File: src/rtl/ctrl_pipe_chain.sv
// Control-word pipeline with per-stage stall/flush, upstream stall propagation,
// downstream bubble insertion and saturating stall/flush event counters.
module ctrl_pipe_chain #(
   parameter int                 WIDTH        = 24,
   parameter int                 STAGES       = 3,
   parameter logic [WIDTH-1:0]   BUBBLE_VALUE = '0,
   parameter int                 CNT_W        = 16
) (
   input  logic                      i_clk,
   input  logic                      i_rst,
   input  logic [WIDTH-1:0]          i_ctrl,
   input  logic                      i_valid,
   input  logic [STAGES-1:0]         i_stall,
   input  logic [STAGES-1:0]         i_flush,
   input  logic                      i_cnt_clr,
   output logic [STAGES*WIDTH-1:0]   o_stage_ctrl,
   output logic [STAGES-1:0]         o_stage_valid,
   output logic                      o_src_stall,
   output logic [CNT_W-1:0]          o_stall_cnt,
   output logic [CNT_W-1:0]          o_flush_cnt
);

   logic [STAGES-1:0] es;
   logic [STAGES-1:0] up_held;
   logic [WIDTH-1:0]  src_ctrl [STAGES];
   logic [STAGES-1:0] src_valid;

   logic [WIDTH-1:0]  ctrl_q   [STAGES];
   logic [WIDTH-1:0]  ctrl_d   [STAGES];
   logic [STAGES-1:0] valid_q;
   logic [STAGES-1:0] valid_d;
   logic [CNT_W-1:0]  stall_cnt_q;
   logic [CNT_W-1:0]  stall_cnt_d;
   logic [CNT_W-1:0]  flush_cnt_q;
   logic [CNT_W-1:0]  flush_cnt_d;

   // A stall anywhere downstream holds every stage above it.
   always_comb begin
      logic acc;
      acc = 1'b0;
      es  = '0;
      for (int k = STAGES - 1; k >= 0; k--) begin
         acc   = acc | i_stall[k];
         es[k] = acc;
      end
   end

   always_comb begin
      src_ctrl[0]  = i_ctrl;
      src_valid[0] = i_valid;
      up_held[0]   = 1'b0;
      for (int k = 1; k < STAGES; k++) begin
         src_ctrl[k]  = ctrl_q[k-1];
         src_valid[k] = valid_q[k-1];
         up_held[k]   = es[k-1];
      end
   end

   always_comb begin
      for (int k = 0; k < STAGES; k++) begin
         ctrl_d[k]  = ctrl_q[k];
         valid_d[k] = valid_q[k];
         if (i_flush[k]) begin
            ctrl_d[k]  = BUBBLE_VALUE;
            valid_d[k] = 1'b0;
         end else if (es[k]) begin
            ctrl_d[k]  = ctrl_q[k];
            valid_d[k] = valid_q[k];
         end else if (up_held[k]) begin
            // Upstream is frozen: feed a bubble so its word is not duplicated.
            ctrl_d[k]  = BUBBLE_VALUE;
            valid_d[k] = 1'b0;
         end else begin
            ctrl_d[k]  = src_ctrl[k];
            valid_d[k] = src_valid[k];
         end
      end
   end

   always_comb begin
      stall_cnt_d = stall_cnt_q;
      flush_cnt_d = flush_cnt_q;
      if (i_cnt_clr) begin
         stall_cnt_d = '0;
         flush_cnt_d = '0;
      end else begin
         if (es[0] && (stall_cnt_q != {CNT_W{1'b1}}))
            stall_cnt_d = stall_cnt_q + CNT_W'(1);
         if ((|i_flush) && (flush_cnt_q != {CNT_W{1'b1}}))
            flush_cnt_d = flush_cnt_q + CNT_W'(1);
      end
   end

   always_ff @(posedge i_clk or negedge i_rst) begin
      if (!i_rst) begin
         for (int k = 0; k < STAGES; k++) ctrl_q[k] <= BUBBLE_VALUE;
         valid_q     <= '0;
         stall_cnt_q <= '0;
         flush_cnt_q <= '0;
      end else begin
         for (int k = 0; k < STAGES; k++) ctrl_q[k] <= ctrl_d[k];
         valid_q     <= valid_d;
         stall_cnt_q <= stall_cnt_d;
         flush_cnt_q <= flush_cnt_d;
      end
   end

   always_comb begin
      o_stage_ctrl = '0;
      for (int k = 0; k < STAGES; k++) o_stage_ctrl[k*WIDTH +: WIDTH] = ctrl_q[k];
   end

   assign o_stage_valid = valid_q;
   assign o_src_stall   = es[0];
   assign o_stall_cnt   = stall_cnt_q;
   assign o_flush_cnt   = flush_cnt_q;

endmodule

File: config.mk
export PLATFORM = sky130hd
export DESIGN_NAME = ctrl_pipe_chain
export DESIGN_NICKNAME = d
export VERILOG_FILES = /design/src/rtl/ctrl_pipe_chain.sv
export SDC_FILE = /design/constraint.sdc
export NUM_CORES = 1
export LEC_CHECK = 0
export BUFFER_PORTS_ARGS = -buffer_cell sky130_fd_sc_hd__buf_2
export CAP_MARGIN = 25
export CORE_MARGIN = 2
export CORE_UTILIZATION = 40
export CTS_BUF_LIST = sky130_fd_sc_hd__clkbuf_16
export DETAILED_ROUTE_END_ITERATION = 16
export GPL_TIMING_DRIVEN = 0
export PLACE_DENSITY = 0.72
export SYNTH_ARGS = -nofsm -noshare
export SYNTH_HDL_FRONTEND = slang
export SYNTH_SLANG_ARGS = --single-unit
File: constraint.sdc
create_clock -name i_clk -period 2.8 [get_ports i_clk]
set_clock_uncertainty 0.05 [all_clocks]
set_input_delay 0.42 -clock i_clk [delete_from_list [all_inputs] [get_ports i_clk]]
set_output_delay 0.42 -clock i_clk [all_outputs]
set_load 0.01 [all_outputs]
==> flow_summary.ini <==
[route]
met1Wirelength_mm = 5.380
routed-wl-met3_um = 676
wl_met2_mm = 6.002
wire_per_inst_um = 17.27
detail_route.first_pass.iterations = 4
via_per_inst = 5.583
drt-initial-drc-count = 287
routed_wl_mm = 12.33
drt.antenna.violating_nets = 0
drc_errors = 0
num_vias = 3986
top_layer = met4

[setup_path]
path_class = flip-flop to flip-flop
worstSetupEndpointType = flip-flop
crit_chain = ha_1 -> o31ai_1 -> or3_1 -> clkbuf_1 -> or4_1 -> a21oi_1
cp.arrival_ns = 2.34
max_stage_delay_ns = 0.52
cp.required_ns = 3.01
r2r_end = o_stall_cnt[10]$_DFFE_PN0P_
reg2reg_depth = 6
rrSetupSlack_ns = 0.67
r2r_start = o_stall_cnt[0]$_DFFE_PN0P_
startpoint_type = flip-flop
worstPathMaxFanout = 8
cp_slowest_cell = or4_1

[power]
p_sw_share_pct = 25.34
leakage_nw = 2.852
p_comb_share_pct = 6.7
peakVddDrop_mv = 0.2605
p_per_area_nw_per_um2 = 530.3
intPower_mw = 2.258
seqPwrFrac_pct = 52.5
clockPowerShare_pct = 40.7
power_switching_uw = 766.4

[logic_synthesis]
netlist_instances = 417
synth_cell_type_count = 38
ys_seq_elements = 107
yosysWarnings = 0
avgSynthCellArea_sq_um = 10.80
synth_edf_count = 0
synthArstFlopShare_pct = 100.0
yosysSeqAreaShare_pct = 59.44
synth_fp_nets = 453
syn_area_sq_um = 4504
yosys_most_used_dff = dfrtp_1

[die]
die_x_um = 110.1
dieArea_sq_um = 12130
start_util_pct = 41.19
fp-row-count = 38
core_sq_um = 10940
chipHeight_um = 110.1
io_pins = 142

[grt]
grt_max_degree = 58
overflow = 0
grt_pass1_vias = 3689
antenna_found_initial = 0
grt_pass1_wl_mm = 19.06
track_usage_pct = 20.44

[timing]
period_needed_ns = 2.130
tightest_slew_ns = 1.026
fin_hold_ws_ns = 0.05851
finalHoldViolCount = 0
fin_crit_sh_pct = 76.08
setup_viol = 0
timing.fmax_mhz = 469.4
slew_viol_final = 0
max_slew_margin_pct = 31.04
tns_ns = 0
rsz0062_at_grt = no

[layout]
final_cell_mix = buf_2 (139), dfrtp_1 (107), nand2_1 (67)
fin_nets = 605
synthToLayoutAreaGrowth_pct = 26.61
final_common_cell = buf_2
drive_above_1_share_pct = 29.44
antenna_cells = 0
fin_cells = 714

[placed_design]
dp_cells = 698
hpwl_mm = 8.886
numPortBuffers = 140
place_congestion = 0.8882

[clock_network]
cts_setup_buffers = 0
clock_latency_ns = 0.34
cts_tree = yes
path_clk_slew_ns = 0.08
ctsResizeCount = 0
cts_buffer_depth = 2
h-tree-depth = 3
cts.sink_count = 107
ctsHoldBuffers = 0
cts-buffers-inserted = 9
root_buffer = clkbuf_16

[hold_path]
hold_class = input port to async pin

[job]
drv_cap = 0

[outcome]
status = completed
## critical path, delay by kind of cell, from the launching register on
kind | cells | cell delay, ns
AO/OA/AOI/OAI | 2 | 0.31
adder cells (fa/ha/maj) | 1 | 0.27
buffers and inverters | 1 | 0.17
flip-flops | 1 | 0.41
AND/OR/NAND/NOR | 2 | 0.83
## through the flow
stage | area (sq um) | total power [mW] | utilization (%) | setup WS (ns)
2_1_floorplan | 4504 | 1.703 | - | 0.8017
3_3_place_gp | 5380 | 1.814 | 49.20 | 0.1020
3_5_place_dp | 5410 | 1.826 | 49.47 | 0.5045
4_1_cts | 5703 | 3.057 | 52.15 | 0.6676
5_1_grt | 5703 | 3.150 | 52.15 | 0.4662
6_report | 5703 | 3.024 | 52.15 | 0.6696
## per-layer routing
layer / GRT usage [%] / vias to the layer above
met4: 8.571 / 0
met2: 31.33 / 159
li1: - / 1859
met5: 0 / -
met1: 29.14 / 1945
met3: 2.939 / 23
## power by group through the flow
| stage | Clock (mW) | Combinational, mW | Sequential, mW |
|---|---|---|---|
| after floorplan | 0 | 0.0775 | 1.63 |
| after global placement | 0 | 0.195 | 1.62 |
| after detailed placement | 0 | 0.206 | 1.62 |
| after CTS | 1.26 | 0.207 | 1.59 |
| after global routing | 1.33 | 0.229 | 1.59 |
| final | 1.23 | 0.204 | 1.59 |
## layout make-up
class / instances / area, sq um
fill: 997 / 5233
buffer: 24 / 93.84
inverter: 7 / 26.28
multi-input combinational: 279 / 1707
clock buffer: 9 / 225.2
tap: 140 / 175.2
sequential: 107 / 2678
clock inverter: 7 / 67.56
timing repair buffer: 141 / 730.7
## cells by family (layout without fill, tap and decap cells)
kind of cell             Yosys count  count (layout)  synth area share, %
flip-flops                       107             107                59.44
buffers and inverters             31             188                2.667
AND/OR/NAND/NOR                  141             141                15.86
multiplexers                       6               6                1.444
adder cells (fa/ha/maj)            2               2               0.5555
AO/OA/AOI/OAI                    130             130                20.03
## state kept, by name (all words and copies together) (netlist names)
signal	flops
o_flush_cnt	16
o_stall_cnt	16
o_stage_valid	3
o_stage_ctrl	72
## cells in the mapped netlist (2+ instances only)
cell / count / area [sq um]
dfrtp_1: 107 / 2678
nand2_1: 67 / 251.5
a22o_1: 50 / 437.9
a21oi_1: 46 / 230.2
clkbuf_1: 23 / 86.33
nor2_1: 15 / 56.30
or4_1: 13 / 97.59
o21ai_0: 12 / 60.06
o31ai_1: 12 / 90.09
or3_1: 8 / 50.05
inv_1: 6 / 22.52
nand3_1: 6 / 30.03
nor3_1: 6 / 30.03
nand4_1: 5 / 31.28
nor2b_1: 5 / 31.28
mux2_2: 4 / 45.04
nor4_1: 4 / 25.02
and3_1: 3 / 18.77
a31oi_1: 2 / 12.51
a41oi_1: 2 / 17.52
ha_1: 2 / 25.02
mux2i_1: 2 / 20.02
or3b_1: 2 / 17.52
## worst max-delay path by stage
stage	start	endpoint	slack, ns	cells after the start
global route	o_flush_cnt[8]$_DFFE_PN0P_	o_flush_cnt[6]$_DFFE_PN0P_	0.47	4
finish	o_stall_cnt[0]$_DFFE_PN0P_	o_stall_cnt[10]$_DFFE_PN0P_	0.67	6
floorplan	o_flush_cnt[8]$_DFFE_PN0P_	o_flush_cnt[15]$_DFFE_PN0P_	0.80	4
global placement	i_rst	o_stage_ctrl[35]$_DFFE_PN0P_	0.10	1
detailed placement	i_stall[2]	o_stage_ctrl[43]$_DFFE_PN0P_	0.50	6
CTS	o_stall_cnt[0]$_DFFE_PN0P_	o_stall_cnt[10]$_DFFE_PN0P_	0.67	6
Power figures use the tool's default switching activity.
